[src/rtl/alu_cmd_issuer.sv]
// alu_cmd_issuer
//   Command-side initiator for an 8-bit combinational ALU. Requests are
//   buffered in a DEPTH-entry FIFO. Each request is then driven to the ALU
//   from registers. The ALU result is captured one cycle later and returned
//   in order through a valid/ready response port.
//
// Ports
//   clk, rst             clock (rising edge), asynchronous active-high reset
//   cmd_valid/cmd_ready  request handshake; cmd_op/cmd_a/cmd_b/cmd_tag payload
//   alu_a/alu_b/alu_sel  registered ALU operands and select
//   alu_out              combinational ALU result
//   rsp_valid/rsp_ready  response handshake; rsp_data/rsp_tag/rsp_dz payload
//   pending              FIFO occupancy
module alu_cmd_issuer #(
    parameter int DEPTH = 4,
    parameter int TAG_W = 2
) (
    input  logic                         clk,
    input  logic                         rst,
    input  logic                         cmd_valid,
    output logic                         cmd_ready,
    input  logic [3:0]                   cmd_op,
    input  logic [7:0]                   cmd_a,
    input  logic [7:0]                   cmd_b,
    input  logic [TAG_W-1:0]             cmd_tag,
    output logic [7:0]                   alu_a,
    output logic [7:0]                   alu_b,
    output logic [3:0]                   alu_sel,
    input  logic [7:0]                   alu_out,
    output logic                         rsp_valid,
    input  logic                         rsp_ready,
    output logic [7:0]                   rsp_data,
    output logic [TAG_W-1:0]             rsp_tag,
    output logic                         rsp_dz,
    output logic [$clog2(DEPTH+1)-1:0]   pending
);

    localparam int PW = $clog2(DEPTH + 1);
    localparam int AW = $clog2(DEPTH);

    typedef enum logic [1:0] {IDLE, DRIVE, RESP} state_t;

    typedef struct packed {
        logic             dz;
        logic [TAG_W-1:0] tag;
        logic [3:0]       op;
        logic [7:0]       a;
        logic [7:0]       b;
    } entry_t;

    state_t           state;
    entry_t           mem [DEPTH];
    entry_t           head;
    entry_t           new_entry;
    logic [AW-1:0]    wr_ptr;
    logic [AW-1:0]    rd_ptr;
    logic [PW-1:0]    pend_next;
    logic [TAG_W-1:0] cur_tag;
    logic             cur_dz;
    logic             push;
    logic             pop;

    assign cmd_ready = (pending < PW'(DEPTH));
    assign push      = cmd_valid && cmd_ready;
    // A pop happens in IDLE with work queued, or on the response handshake
    // if more work is waiting. This must match the FSM branches below.
    assign pop       = (pending != '0) &&
                       ((state == IDLE) || ((state == RESP) && rsp_valid && rsp_ready));
    assign head      = mem[rd_ptr];

    // Divide-by-zero is decided at push time so the ALU result can be ignored.
    always_comb begin
        new_entry     = '0;
        new_entry.dz  = (cmd_op == 4'b0011) && (cmd_b == 8'd0);
        new_entry.tag = cmd_tag;
        new_entry.op  = cmd_op;
        new_entry.a   = cmd_a;
        new_entry.b   = cmd_b;
    end

    always_comb begin
        pend_next = pending;
        if (push && !pop) begin
            pend_next = pending + PW'(1);
        end else if (!push && pop) begin
            pend_next = pending - PW'(1);
        end
    end

    // The storage array has no reset. Stale contents are never read, because
    // a read only happens when pending is nonzero.
    always_ff @(posedge clk) begin
        if (push) begin
            mem[wr_ptr] <= new_entry;
        end
    end

    always_ff @(posedge clk or posedge rst) begin
        if (rst) begin
            state     <= IDLE;
            wr_ptr    <= '0;
            rd_ptr    <= '0;
            pending   <= '0;
            alu_a     <= '0;
            alu_b     <= '0;
            alu_sel   <= '0;
            cur_tag   <= '0;
            cur_dz    <= 1'b0;
            rsp_valid <= 1'b0;
            rsp_data  <= '0;
            rsp_tag   <= '0;
            rsp_dz    <= 1'b0;
        end else begin
            pending <= pend_next;
            if (push) begin
                wr_ptr <= wr_ptr + AW'(1);
            end
            if (pop) begin
                rd_ptr  <= rd_ptr + AW'(1);
                alu_a   <= head.a;
                alu_b   <= head.b;
                alu_sel <= head.op;
                cur_tag <= head.tag;
                cur_dz  <= head.dz;
            end
            case (state)
                IDLE: begin
                    if (pop) begin
                        state <= DRIVE;
                    end
                end
                DRIVE: begin
                    rsp_data  <= cur_dz ? 8'hFF : alu_out;
                    rsp_tag   <= cur_tag;
                    rsp_dz    <= cur_dz;
                    rsp_valid <= 1'b1;
                    state     <= RESP;
                end
                RESP: begin
                    if (rsp_valid && rsp_ready) begin
                        rsp_valid <= 1'b0;
                        state     <= pop ? DRIVE : IDLE;
                    end
                end
                default: begin
                    state <= IDLE;
                end
            endcase
        end
    end

endmodule

[config.mk]
export PLATFORM = sky130hd
export DESIGN_NAME = alu_cmd_issuer
export DESIGN_NICKNAME = d
export VERILOG_FILES = /design/src/rtl/alu_cmd_issuer.sv
export SDC_FILE = /design/constraint.sdc
export NUM_CORES = 1
export LEC_CHECK = 0
export BUFFER_PORTS_ARGS = -buffer_cell sky130_fd_sc_hd__buf_4
export CORE_UTILIZATION = 35
export CTS_CLUSTER_SIZE = 12
export DETAILED_ROUTE_END_ITERATION = 6
export GPL_TIMING_DRIVEN = 0
export RECOVER_POWER = 100
export SYNTH_ARGS = -nofsm -noshare
export SYNTH_HDL_FRONTEND = slang
export SYNTH_SLANG_ARGS = --single-unit
[constraint.sdc]
create_clock -name clk -period 2.2 [get_ports clk]
set_clock_uncertainty 0.1 [all_clocks]
set_input_delay 0.44 -clock clk [delete_from_list [all_inputs] [get_ports clk]]
set_output_delay 0.44 -clock clk [all_outputs]
set_load 0.02 [all_outputs]
* Word-level counts from Yosys, hierarchy flattened
Memories as Yosys holds them, arrays and structs flattened. A register that Yosys moved wholly into a read port is not among the register bits.
Cells that the tools add are included.
** Operators by class
- Eq/ne operators :: 5
- Multiplexer cells :: 11
- $lt $le $gt $ge :: 1
- Reduce and logical (&&, ||, !) cells :: 18
- Add/subtract/negate cells :: 4
** Operators with widths (number)
- $logic_and A1 B1 Y1 :: 8
- $logic_not A8 Y1 :: 1
- $mux W8 :: 1
- $mux W3 :: 2
- $pmux W2 S3 :: 1
- $add A2 B1 Y2 const B :: 2
- $eq A4 B2 Y1 const B :: 1
- $mux W1 :: 4
- $mux W2 :: 2
- $reduce_and A2 Y1 :: 2
- $reduce_bool A2 Y1 :: 2
- $add A3 B1 Y3 const B :: 1
- $lt A3 B3 Y1 const B :: 1
- $reduce_bool A3 Y1 :: 1
- $sub A3 B1 Y3 const B :: 1
- $eq A2 B1 Y1 const B :: 1
- $eq A2 B2 Y1 const B :: 1
- $logic_not A1 Y1 :: 2
- $logic_not A2 Y1 :: 1
- $ne A2 B1 Y1 const B :: 1
- $ne A2 B2 Y1 const B :: 1
- $pmux W1 S2 :: 1
- $logic_or A1 B1 Y1 :: 1
** Storage, ports and cells
- Output and inout port bits :: 36
- Memories kept :: 1
- RAM bits :: 92
- Logic and storage cells :: 48
- Register bits after elaboration :: 21
** Memory list
- mem :: words 4, width 23, read ports 1, clocked after memory_dff 1, wr ports 1, line 52 : entry_t mem [DEPTH];

* Logic depth before layout (Yosys ltp)
- Word-level depth :: 8
- Mapped depth :: 10

* Worst setup path before layout
OpenSTA, ideal clock, no wires.
- Kind :: register to register
- Start :: reg pending[0]
- End :: reg pending[1]
- Data arrival time :: 2.115 ns
- Required time :: 1.975 ns
- Slack :: -0.140 ns
- Stages on the path, launching flop included :: 9
- Path through :: dfrtp_1 -> nor3_1 -> nor3_4 -> buf_6 -> inv_1 -> ha_1 -> inv_1 -> fa_1 -> mux2_2
** Between the ends
- Word-level cells in the longest chain between the ends :: 5
- Elaborated cells between the ends (all ways) :: 13
- Classes of those cells :: add/sub (2); order compare (1); mux (2); reduce/logical (8)
** Ends and longest elaborated chain
- from (decl) :: line 35 : output logic [$clog2(DEPTH+1)-1:0] pending
- from (signal assigned) :: line 114 : pending <= pend_next;
- branches (longest 4 deep; another with $sub A3 B1 Y3)
- $mux W3 (*) :: line 83 : if (push && !pop) begin
- net pend_next[1] :: line 57 : logic [PW-1:0] pend_next;
Mark *: on every way through the listed nets, which the timed path passes. The select of a mux whose other input is x is not followed.
A chain may end at the register's enable or synchronous reset.

==> run_results.csv <==
group,metric,value,unit
power,power.net_switching,3000,uW
power,seq_power_share,0.382,
power,pwr-share-comb,0.322,
sta,fin_crit_sh,0.952,
synthesis,synth-seq-area-share,0.731,
placed_design,routabilityCongestion,0.673,
setup_path,worst-r2r-cell-count,4,
sta,timing.fmax,0.478,GHz
layout,post_route_cells_drive_above_1_share,0.257,
drt,average_wire_length_per_cell_after_detail_routing,17.0,um
status,violations,"DRC",
sta,post_route_hold_slack,191,ps
setup_path,crit_required,2390,ps
drt,detail-route-antenna-nets,0,
power,internal_power_consumption,6880,uW
setup_path,worstSetupStartpointType,"flop",
layout,num-nets-final,397,
drt,via_per_inst,4.70,
sta,finalHoldViolations,0,
grt,grt_max_degree,24,
setup_path,crit_arrival,2290,ps
setup_path,crit_buf_inv,2,
clock_network,cts_tree,"built",
clock_network,cts.htree.levels,4,
drt,drtPass1Iterations,6,
sta,timing.final.crit_period,2090,ps
placed_design,dp.final_hpwl,6060,um
setup_path,critPathMaxFanout,10,
grt,globalRouteOverflowTotal,0,
die,die_height,125,um
status,outcome,"complete, but fails checks",
die,std_cell_rows,44,
hold_path,kind_of_path_behind_the_tightest_hold_check,"input port to flop",
die,core_area,14600,um2
setup_path,path_common_cell,"sky130_fd_sc_hd__clkbuf_1",
grt,vias_in_the_first_global_route,2773,
grt,antenna_found_initial,0,
placed_design,detailed_place.area,6060,um2
die,die_area,15600,um2
drt,vias,2602,
power,p_per_area,1530,nW/um2
synthesis,synthTopCellsByArea,"sky130_fd_sc_hd__edfxtp_1 (52%), sky130_fd_sc_hd__dfrtp_1 (21%), sky130_fd_sc_hd__mux4_2 (7.7%)",
sta,max_slew.worst_pin.slew,879,ps
synthesis,synth_top_area_share,0.523,
die,floorplan.initialDensity,0.361,
die,die_width,125,um
setup_path,critical_path_class,"flop to flop",
drt,drt_drc_violations_left,6,
placed_design,pre_cts_setup_slack,-403,ps
power,power_frac_clock,0.296,
setup_path,worst_setup_path_end_kind,"flop",
drt,drt-total-wl,9440,um
power,p_leak,0.00237,uW
synthesis,synth.lib_cells_used.distinct,30,
power,post-layout-total-power,9880,uW
flow_run,drv.max_cap_violation_count,0,
clock_network,clkLatencyLatePin,410,ps
drt,initialDrtViolationCount,100,
sta,finalSetupViolCount,0,
hold_path,hold_depth,1,
sta,slew_headroom,0.413,
synthesis,cell_type_contributing_the_most_total_cell_area_after_synthesis,"sky130_fd_sc_hd__edfxtp_1",
layout,area_growth,22.2,%
synthesis,synth.top_cells.by_count,"sky130_fd_sc_hd__edfxtp_1 (92), sky130_fd_sc_hd__dfrtp_1 (44), sky130_fd_sc_hd__mux2_4 (18), sky130_fd_sc_hd__mux4_2 (18), sky130_fd_sc_hd__nor2_1 (11)",
synthesis,synthesis.area_per_instance,20.0,um2
synthesis,synthArstFlopShare,0.324,
clock_network,tritoncts_buffers,17,
setup_path,worstPathCellList,"clkbuf_1 -> clkbuf_1 -> mux4_2 -> mux2_1",
clock_network,cts_clock_pin_slew_for_the_worst_setup_and_hold_paths,60,ps
setup_path,longest_individual_stage_delay_on_the_worst_path,550,ps
setup_path,cp_num_cells,4,
setup_path,slowest_stage,"sky130_fd_sc_hd__clkbuf_1",
synthesis,postSynthCellCount,264,
synthesis,synthMostInstantiatedCell,"sky130_fd_sc_hd__edfxtp_1",
placed_design,place.port_buffers,69,
die,ioPinCount,70,
sta,postLayoutSetupSlackWorst,106,ps
synthesis,count_of_flip_flops_with_a_built_in_enable_after_synthesis,92,
setup_path,crit_family,"buffers and inverters",
sta,grt_setup_unrepaired,"false",
synthesis,postSynthRegisterBits,136,
layout,nFillCells,1317,
layout,layout.cell_area.non_filler,6460,um2
grt,grt_first_pass_wirelength,15000,um
sta,final_slew_violations,0,
synthesis,synthFlopType,"sky130_fd_sc_hd__edfxtp_1",
power,netSwitchingFraction,0.303,
clock_network,cts_max_path_buffers,2,
clock_network,clock_sinks,136,
grt,globalRouteTotalUtil,0.133,
synthesis,number_of_warnings_reported_in_the_yosys_synthesis_log,0,
layout,insertedDiodeCount,0,
synthesis,synthesis.area,5290,um2
synthesis,mappedNetlistNets,304,
power,power.ir.vdd_worst,0.000774,V
clock_network,clk_root_buffer_cell,"sky130_fd_sc_hd__clkbuf_16",
[layout by cell type, fill, tap and decap left out, types with 4 or more instances in the layout]
cell / netlist / layout
sky130_fd_sc_hd__buf_4: 0 / 15
sky130_fd_sc_hd__o21ai_0: 10 / 10
sky130_fd_sc_hd__edfxtp_1: 92 / 92
sky130_fd_sc_hd__mux4_1: 5 / 5
sky130_fd_sc_hd__ha_1: 5 / 5
sky130_fd_sc_hd__bufinv_16: 0 / 4
sky130_fd_sc_hd__mux2_2: 9 / 9
sky130_fd_sc_hd__mux2_1: 0 / 7
sky130_fd_sc_hd__clkbuf_1: 4 / 64
sky130_fd_sc_hd__nand2_1: 10 / 10
sky130_fd_sc_hd__mux2_4: 18 / 11
sky130_fd_sc_hd__inv_1: 8 / 8
sky130_fd_sc_hd__and2_2: 0 / 4
sky130_fd_sc_hd__clkbuf_16: 0 / 17
sky130_fd_sc_hd__dfrtp_1: 44 / 44
sky130_fd_sc_hd__mux4_2: 18 / 18
sky130_fd_sc_hd__nor2_1: 11 / 11
[registers in the layout (all words and copies together), names as in the netlist]
name and count:
mem 92, alu_a 8, alu_b 8, rsp_data 8, alu_sel 4, pending 3
cur_tag 2, rd_ptr 2, rsp_tag 2, state 2, wr_ptr 2, cur_dz 1
rsp_dz 1, rsp_valid 1
[routing by layer]
metal	GRT usage	up-vias	part of all wire
met5	0	-	0
met4	0.0560	0	0.017
met3	0.0391	18	0.041
met2	0.229	57	0.51
met1	0.154	1327	0.43
li1	-	1200	-
[worst paths after layout]
| kind | endpoint | start | slack (ps) |
|---|---|---|---|
| min in group asynchronous | rsp_data[4]$_DFFE_PP0P_ | rst | 680 |
| max reg2reg | alu_a[1]$_DFFE_PP0P_ | rd_ptr[1]$_DFFE_PP0P_ | 110 |
| max | alu_a[1]$_DFFE_PP0P_ | rd_ptr[1]$_DFFE_PP0P_ | 110 |
| max in group asynchronous | alu_b[4]$_DFFE_PP0P_ | rst | 370 |
| min | mem[1][14]$_DFFE_PP_ | cmd_a[6] | 190 |
| min reg2reg | rsp_data[2]$_DFFE_PP0P_ | rsp_data[2]$_DFFE_PP0P_ | 390 |
[area by class of cell]
class | count | area [um2] | share of cell area
plain buffers | 11 | 87.6 | 0.0136
well taps | 184 | 230 | 0.0357
repair buffers | 75 | 352 | 0.0545
clock buffers | 22 | 464 | 0.0719
multi-input cells | 108 | 1280 | 0.198
clock inverters | 10 | 150 | 0.0233
inverters | 8 | 30.0 | 0.00465
flip-flops and latches | 136 | 3860 | 0.598
[stage by stage]
stage | setup TNS [ps] | instances | utilization
5_1_grt | 0 | 554 | 0.441
4_1_cts | 0 | 554 | 0.459
3_3_place_gp | -35870 | 517 | 0.413
6_report | 0 | 554 | 0.441
2_1_floorplan | -88.3 | 264 | -
3_5_place_dp | -31250 | 518 | 0.414
[power by group through the flow]
stage	sequential, uW	clock, uW	combinational [uW]
after floorplan	4180	0	2150
after global placement	3820	0	3580
after detailed placement	3850	0	3630
after CTS	3810	2960	3690
after global routing	3860	3080	3480
final	3780	2920	3180
[cells by family after synthesis]
family                   synth area share
flip-flops                          0.731
multiplexers                        0.172
AND/OR/NAND/NOR                    0.0315
buffers and inverters              0.0251
AO/OA/AOI/OAI                      0.0149
XOR/XNOR                          0.00994
adder cells (fa/ha/maj)            0.0156
[timing repair]
action	in CTS	in global routing
setup endpoints to repair	94	2
gates resized for setup	6	2
setup buffers	4	0
hold buffers	1	0
endpoints found under the hold margin	21	0
pin swaps	2	0
No activity file was read; power rests on OpenSTA's default activity.
